**config.mk**
```make
export PLATFORM = sky130hd
export DESIGN_NAME = b16to4_scan_encoder
export DESIGN_NICKNAME = d
export VERILOG_FILES = /design/src/rtl/encoders_pkg.sv /design/src/rtl/b16to4_prio_encoder.sv /design/src/rtl/b16to4_scan_encoder.sv
export SDC_FILE = /design/constraint.sdc
export NUM_CORES = 1
export LEC_CHECK = 0
export ABC_AREA = 0
export CORE_ASPECT_RATIO = 1.5
export CORE_UTILIZATION = 35
export DETAILED_ROUTE_END_ITERATION = 6
export DONT_BUFFER_PORTS = 1
export PLACE_DENSITY = 0.54
export SKIP_LAST_GASP = 1
export SYNTH_ARGS = -nofsm -noshare
export SYNTH_HDL_FRONTEND = slang
export SYNTH_HIERARCHICAL = 1
export SYNTH_SLANG_ARGS = --single-unit
```
**constraint.sdc**
```tcl
create_clock -name clock -period 2.7 [get_ports clock]
set_input_delay 0.675 -clock clock [delete_from_list [all_inputs] [get_ports clock]]
set_output_delay 0.675 -clock clock [all_outputs]
set_load 0.01 [all_outputs]
```
**src/rtl/encoders_pkg.sv**
```systemverilog
// encoders_pkg: shared state encoding and default widths for the scan encoders
package encoders_pkg;
    localparam int N_IN_DEF  = 16;
    localparam int W_OUT_DEF = 4;
    typedef enum logic [1:0] {IDLE, SCAN, NONE} state_t;
endpackage

```
**src/rtl/b16to4_prio_encoder.sv**
```systemverilog
// b16to4_prio_encoder: combinational priority encoder, pending -> {any, code}
module b16to4_prio_encoder
    import encoders_pkg::*;
#(
    parameter int N_IN         = N_IN_DEF,
    parameter int W_OUT        = W_OUT_DEF,
    parameter int PRIORITY_MSB = 0
) (
    input  logic [N_IN-1:0]  pending,
    output logic             any,
    output logic [W_OUT-1:0] code
);
    // Walk from the low-priority end so the last hit is the winning bit
    always_comb begin
        any  = |pending;
        code = '0;
        for (int i = 0; i < N_IN; i++) begin
            if (PRIORITY_MSB != 0 ? pending[i] : pending[N_IN-1-i])
                code = W_OUT'(PRIORITY_MSB != 0 ? i : N_IN-1-i);
        end
    end
endmodule

```
**src/rtl/b16to4_scan_encoder.sv**
```systemverilog
// b16to4_scan_encoder: serialises a multi-hot request vector into one index per beat
module b16to4_scan_encoder
    import encoders_pkg::*;
#(
    parameter int N_IN         = N_IN_DEF,
    parameter int W_OUT        = W_OUT_DEF,
    parameter int PRIORITY_MSB = 0
) (
    input  logic             clock,
    input  logic             reset,
    input  logic [N_IN-1:0]  x15_x0,
    input  logic             in_valid,
    output logic             in_ready,
    output logic [W_OUT-1:0] z3_z0,
    output logic             out_valid,
    input  logic             out_ready,
    output logic             out_last,
    output logic             out_none
);
    state_t            state, next;
    logic [N_IN-1:0]   pending, pending_nxt;
    logic              any;
    logic              single;
    logic [W_OUT-1:0]  code;

    b16to4_prio_encoder #(
        .N_IN(N_IN),
        .W_OUT(W_OUT),
        .PRIORITY_MSB(PRIORITY_MSB)
    ) u_prio (
        .pending(pending),
        .any(any),
        .code(code)
    );

    // Clearing the lowest set bit leaves zero only when at most one bit was set
    assign single = (pending & (pending - N_IN'(1))) == '0;

    // State and pending register; reset drops any vector in flight
    always_ff @(posedge clock or posedge reset) begin
        if (reset) begin
            state   <= IDLE;
            pending <= '0;
        end else begin
            state   <= next;
            pending <= pending_nxt;
        end
    end

    // Next state, bit-clear on each accepted beat, outputs from registered state only
    always_comb begin
        next        = state;
        pending_nxt = pending;
        in_ready    = 1'b0;
        out_valid   = 1'b0;
        z3_z0       = '0;
        out_last    = 1'b0;
        out_none    = 1'b0;
        case (state)
            IDLE: begin
                in_ready = 1'b1;
                if (in_valid) begin
                    pending_nxt = x15_x0;
                    next        = (x15_x0 == '0) ? NONE : SCAN;
                end
            end
            SCAN: begin
                out_valid = 1'b1;
                z3_z0     = code;
                out_last  = single;
                if (out_ready) begin
                    pending_nxt = pending & ~(N_IN'(1) << code);
                    if (single || !any) next = IDLE;
                end
            end
            NONE: begin
                out_valid = 1'b1;
                out_none  = 1'b1;
                out_last  = 1'b1;
                if (out_ready) next = IDLE;
            end
            default: next = IDLE;
        endcase
    end
endmodule

```
==> results.md <==
Place:
- After detailed placement, the total cell area comes to ~1500 sq um.
- Detailed placement ended at an HPWL of 3.05 mm.
- The quantity of I/O buffers inserted on ports is 0.
- The last weighted congestion value of the routability-driven placer is between 0.8 and 0.9.
- The placed cell count is between 200 and 250.

STA:
- The worst-case hold slack is 0.417 ns.
- Setup violations remaining at the end of the flow were counted as 1.
- The total negative slack for setup checks is -0.455 ns.
- The minimum period implied by the final worst setup slack is between 3 and 4 ns.
- Clock skew on the completed layout was measured at 0.00872 ns.
- The number of slew-limit violations in the final report is 0.
- Dividing the final minimum period by the clock period gives 1.17.
- Across all setup checks in the final design, the least slack found is -0.455 ns.
- Measured against its own limit, the worst slew margin works out to 0.524.
- The count of endpoints failing hold in the final timing report is 0.
- Setup repair after global routing could not meet its margin everywhere.
- For the pin with the worst max-slew slack, the measured transition is 0.714 ns.
- The maximum achievable frequency is around 320 MHz.

Yosys:
- The synthesized design contains 0 enable-type register cells.
- Counting distinct cell types in the post-synthesis netlist gives between 40 and 50.
- The share of synthesized area in the top cell type comes to 0.342.
- The synthesized netlist net count is roughly 190.
- The commonest register cell after synthesis is sky130_fd_sc_hd__dfrtp_1.
- Ranked by total cell area, the synthesized netlist is headed by sky130_fd_sc_hd__dfrtp_1, sky130_fd_sc_hd__a22o_1, sky130_fd_sc_hd__nand2_1, sky130_fd_sc_hd__o21ai_0, sky130_fd_sc_hd__nor4_1.
- Summing every instance area after synthesis gives 1320 sq um.
- The sequential element share of the synthesized area is 0.342.
- The synthesized area per cell is between 8 and 9 sq um.
- During synthesis, Yosys emitted a total of 6 warnings.
- After technology mapping, the gate count stands at between 150 and 200.
- The share of synthesized registers carrying an async set or reset is 1.00.
- Sorting the synthesized cells by how often they occur yields sky130_fd_sc_hd__nand2_1, sky130_fd_sc_hd__dfrtp_1, sky130_fd_sc_hd__o21ai_0, sky130_fd_sc_hd__nor2_1.
- sky130_fd_sc_hd__nand2_1 is the most common cell in the netlist.
- The flop and latch count out of synthesis is 18.
- Summed over all instances, the cell type with the most area after synthesis is sky130_fd_sc_hd__dfrtp_1.

Floorplan:
- The initial utilization of the core area, before any placement, comes to 0.375.
- The die height is roughly 77 um.
- 28 I/O pins were placed.
- The total core area is between 3000 and 4000 sq um.
- The full die area is 4010 sq um.
- Row generation in the floorplan step produced 26 rows.
- The horizontal die dimension is between 50 and 60 um.

Worst setup path:
- Of all nets on the critical path, the largest fanout is 3.
- For this run, the slowest stage of the critical path takes between 0.5 and 0.6 ns.
- The signal arrival time at the worst endpoint is between 2 and 2.5 ns.
- Traced cell by cell, the critical path runs through or4_4 -> or4b_4 -> maj3_2 -> o21ai_2 -> a41oi_2 -> nor2b_2.
- The nature of the critical path startpoint is a flip-flop.
- The count of buffer and inverter cells on the critical path is 0.
- The path type of the worst setup path is reg -> out.
- On the critical path the largest part of the delay comes from simple AND/OR/NAND/NOR gates.
- The largest individual stage delay along the critical path comes from the cell sky130_fd_sc_hd__or4_4.
- The endpoint class of the critical path is a primary output.
- At the worst endpoint, the required time is 2.03 ns.

Routing:
- The total number of vias is between 1k and 1.5k.
- In the routed layout, each cell is associated on average with a via count of 6.20.
- The final layout contains routed wiring with a total length of between 3 and 4 mm.
- The first detailed-routing pass ran for 5 iterations.
- The detailed router finished its first iteration with 55 violations.
- The count of nets left with antenna violations once routing finished came out at 0.
- The post-detailed-route DRC marker count is 0.
- In the final routed layout, each cell accounts on average for ~18 um.

Power:
- In this run the power density over the cells is around 1300 nW/um^2.
- The analysis attributes to cell leakage a power of about 0.00067 uW.
- The worst-case IR drop observed on VDD is around 0.0006 V.

Clock network:
- For the worst-skew pair, the clock arrives at the later sink with an insertion delay of 0.25 ns.
- The post-CTS setup buffer count is 0.
- The number of buffers inserted during clock tree synthesis is 3.
- The clock sink count is 18.
- The clock tree from TritonCTS is done.
- The CTS clock-pin slew for the worst setup and hold paths is roughly 0.08 ns.
- CTS built an H-tree with a depth of 1.
- The number of buffers between clock root and the deepest sink is 2.
- The clock tree root buffer cell is sky130_fd_sc_hd__clkbuf_8.

Flow run:
- The count of max-cap constraint violations is 0.

Global routing:
- The all-layer global routing usage is 0.209.
- Summed over all layers, the global routing overflow is 0.
- The number of global-route vias before repair was about 1.4k.
- Entering global routing, the biggest net connects 19 pins.
- The first-pass GRT wire length is just over 6 mm.
- The initial antenna violation count came to 0.

Min path:
- The min-delay analysis places its worst path in the category in -> async.

Cells and area:
- The repair_antennas step left the layout with diodes totalling 0.
- The post-layout net count is about 200.
- For this run, the share of the core covered by cells in the final layout is 0.442.
- The proportion of layout cells with a drive suffix above 1 is 0.194.
- The number of standard cells in the layout, taps in and fillers out is between 200 and 250.
- Compared with the post-synthesis result, the final layout area differs by 17.9%.
- The total non-filler cell area in the finished layout is ~1600 sq um.
- Counting the fill cells in the layout gives about 370.

Outcome:
- The final reports fail on setup timing.
- The run finished, with violations left.
[where the power goes]
group / internal (uW) / total (uW) / switching, uW
registers: 383 / 488 / 106
logic: 574 / 1370 / 796
clock network: 129 / 222 / 92.1
total: 1090 / 2080 / 994
[path summary, 6_finish.rpt]
| check | startpoint | end | slack, ns | cells past startpoint |
|---|---|---|---|---|
| worst max-delay path | pending[1]$_DFFE_PP0P_ | out_last | -0.46 | 6 |
| max in group asynchronous | reset | pending[14]$_DFFE_PP0P_ | 1.82 | 1 |
| min in group clock | x15_x0[9] | pending[9]$_DFFE_PP0P_ | 0.53 | 2 |
| worst min register to register | state[1]$_DFFE_PP0P_ | state[1]$_DFFE_PP0P_ | 0.54 | 1 |
| worst max register to register | pending[1]$_DFFE_PP0P_ | state[0]$_DFFE_PP0P_ | 0.02 | 7 |
| worst min-delay path | reset | pending[10]$_DFFE_PP0P_ | 0.42 | 1 |
[cells in the final DEF (no fill, tap or decap), drive strengths merged]
cell      n
and2      3
a41oi     1
or4       1
or3       3
nor4      9
ha        3
nand3     4
dfrtp    18
o311a     1
nor2b     1
o2bb2ai   1
nand2    22
or4b      1
o31ai     1
or2       3
o22a      1
or2b      1
nand2b    4
o32ai     1
o41ai     1
nand4     1
nor3      5
clkbuf    4
nor2     13
maj3      4
o311ai    2
o21ai    17
a21o      2
a2111oi   1
buf      16
and3      2
o22ai     2
a22o     11
a31oi     3
inv      10
a21oi     7
[area by class of cell]
| type | instances | area [sq um] | area share |
|---|---|---|---|
| Multi-Input combinational cell | 132 | 836 | 0.539 |
| Inverter | 10 | 37.5 | 0.0242 |
| Timing Repair Buffer | 16 | 120 | 0.0774 |
| Clock buffer | 4 | 55.1 | 0.0355 |
| Sequential cell | 18 | 450 | 0.290 |
| Tap cell | 42 | 52.6 | 0.0339 |
[cells by family after synthesis]
logic type | synth area share
and+or+nand+nor | 0.290
AOI/OAI and AO/OA | 0.271
DFF | 0.342
buffers and inverters | 0.0371
adders and majority gates | 0.0599
[flip-flops by register name, indices dropped and copies added, names as in the netlist]
name / count
pending: 16
state: 2
[repair_timing]
item	4_1_cts	5_1_grt
cloned	0	0
resized for setup	4	1
pin swaps	4	2
endpoints found under the setup margin	1	3
hold buffers	0	0
endpoints found under the hold margin	0	0
[metal layers]
layer | vias up | wire, um | GRT usage | share of wire
met5 | - | 0 | 0 | 0
met4 | 0 | 134 | 0.0865 | 0.034
met3 | 12 | 213 | 0.0337 | 0.054
met2 | 54 | 2050 | 0.378 | 0.52
met1 | 668 | 1550 | 0.228 | 0.39
li1 | 643 | - | - | -
[metrics by stage]
step | worst slack (ns) | total power [uW]
4_1_cts | -0.505 | 2070
6_report | -0.455 | 2080
3_3_place_gp | -0.189 | 1780
5_1_grt | -0.543 | 2240
2_1_floorplan | -0.202 | 1360
3_5_place_dp | -0.214 | 1820
Power figures use the tool's default switching activity.
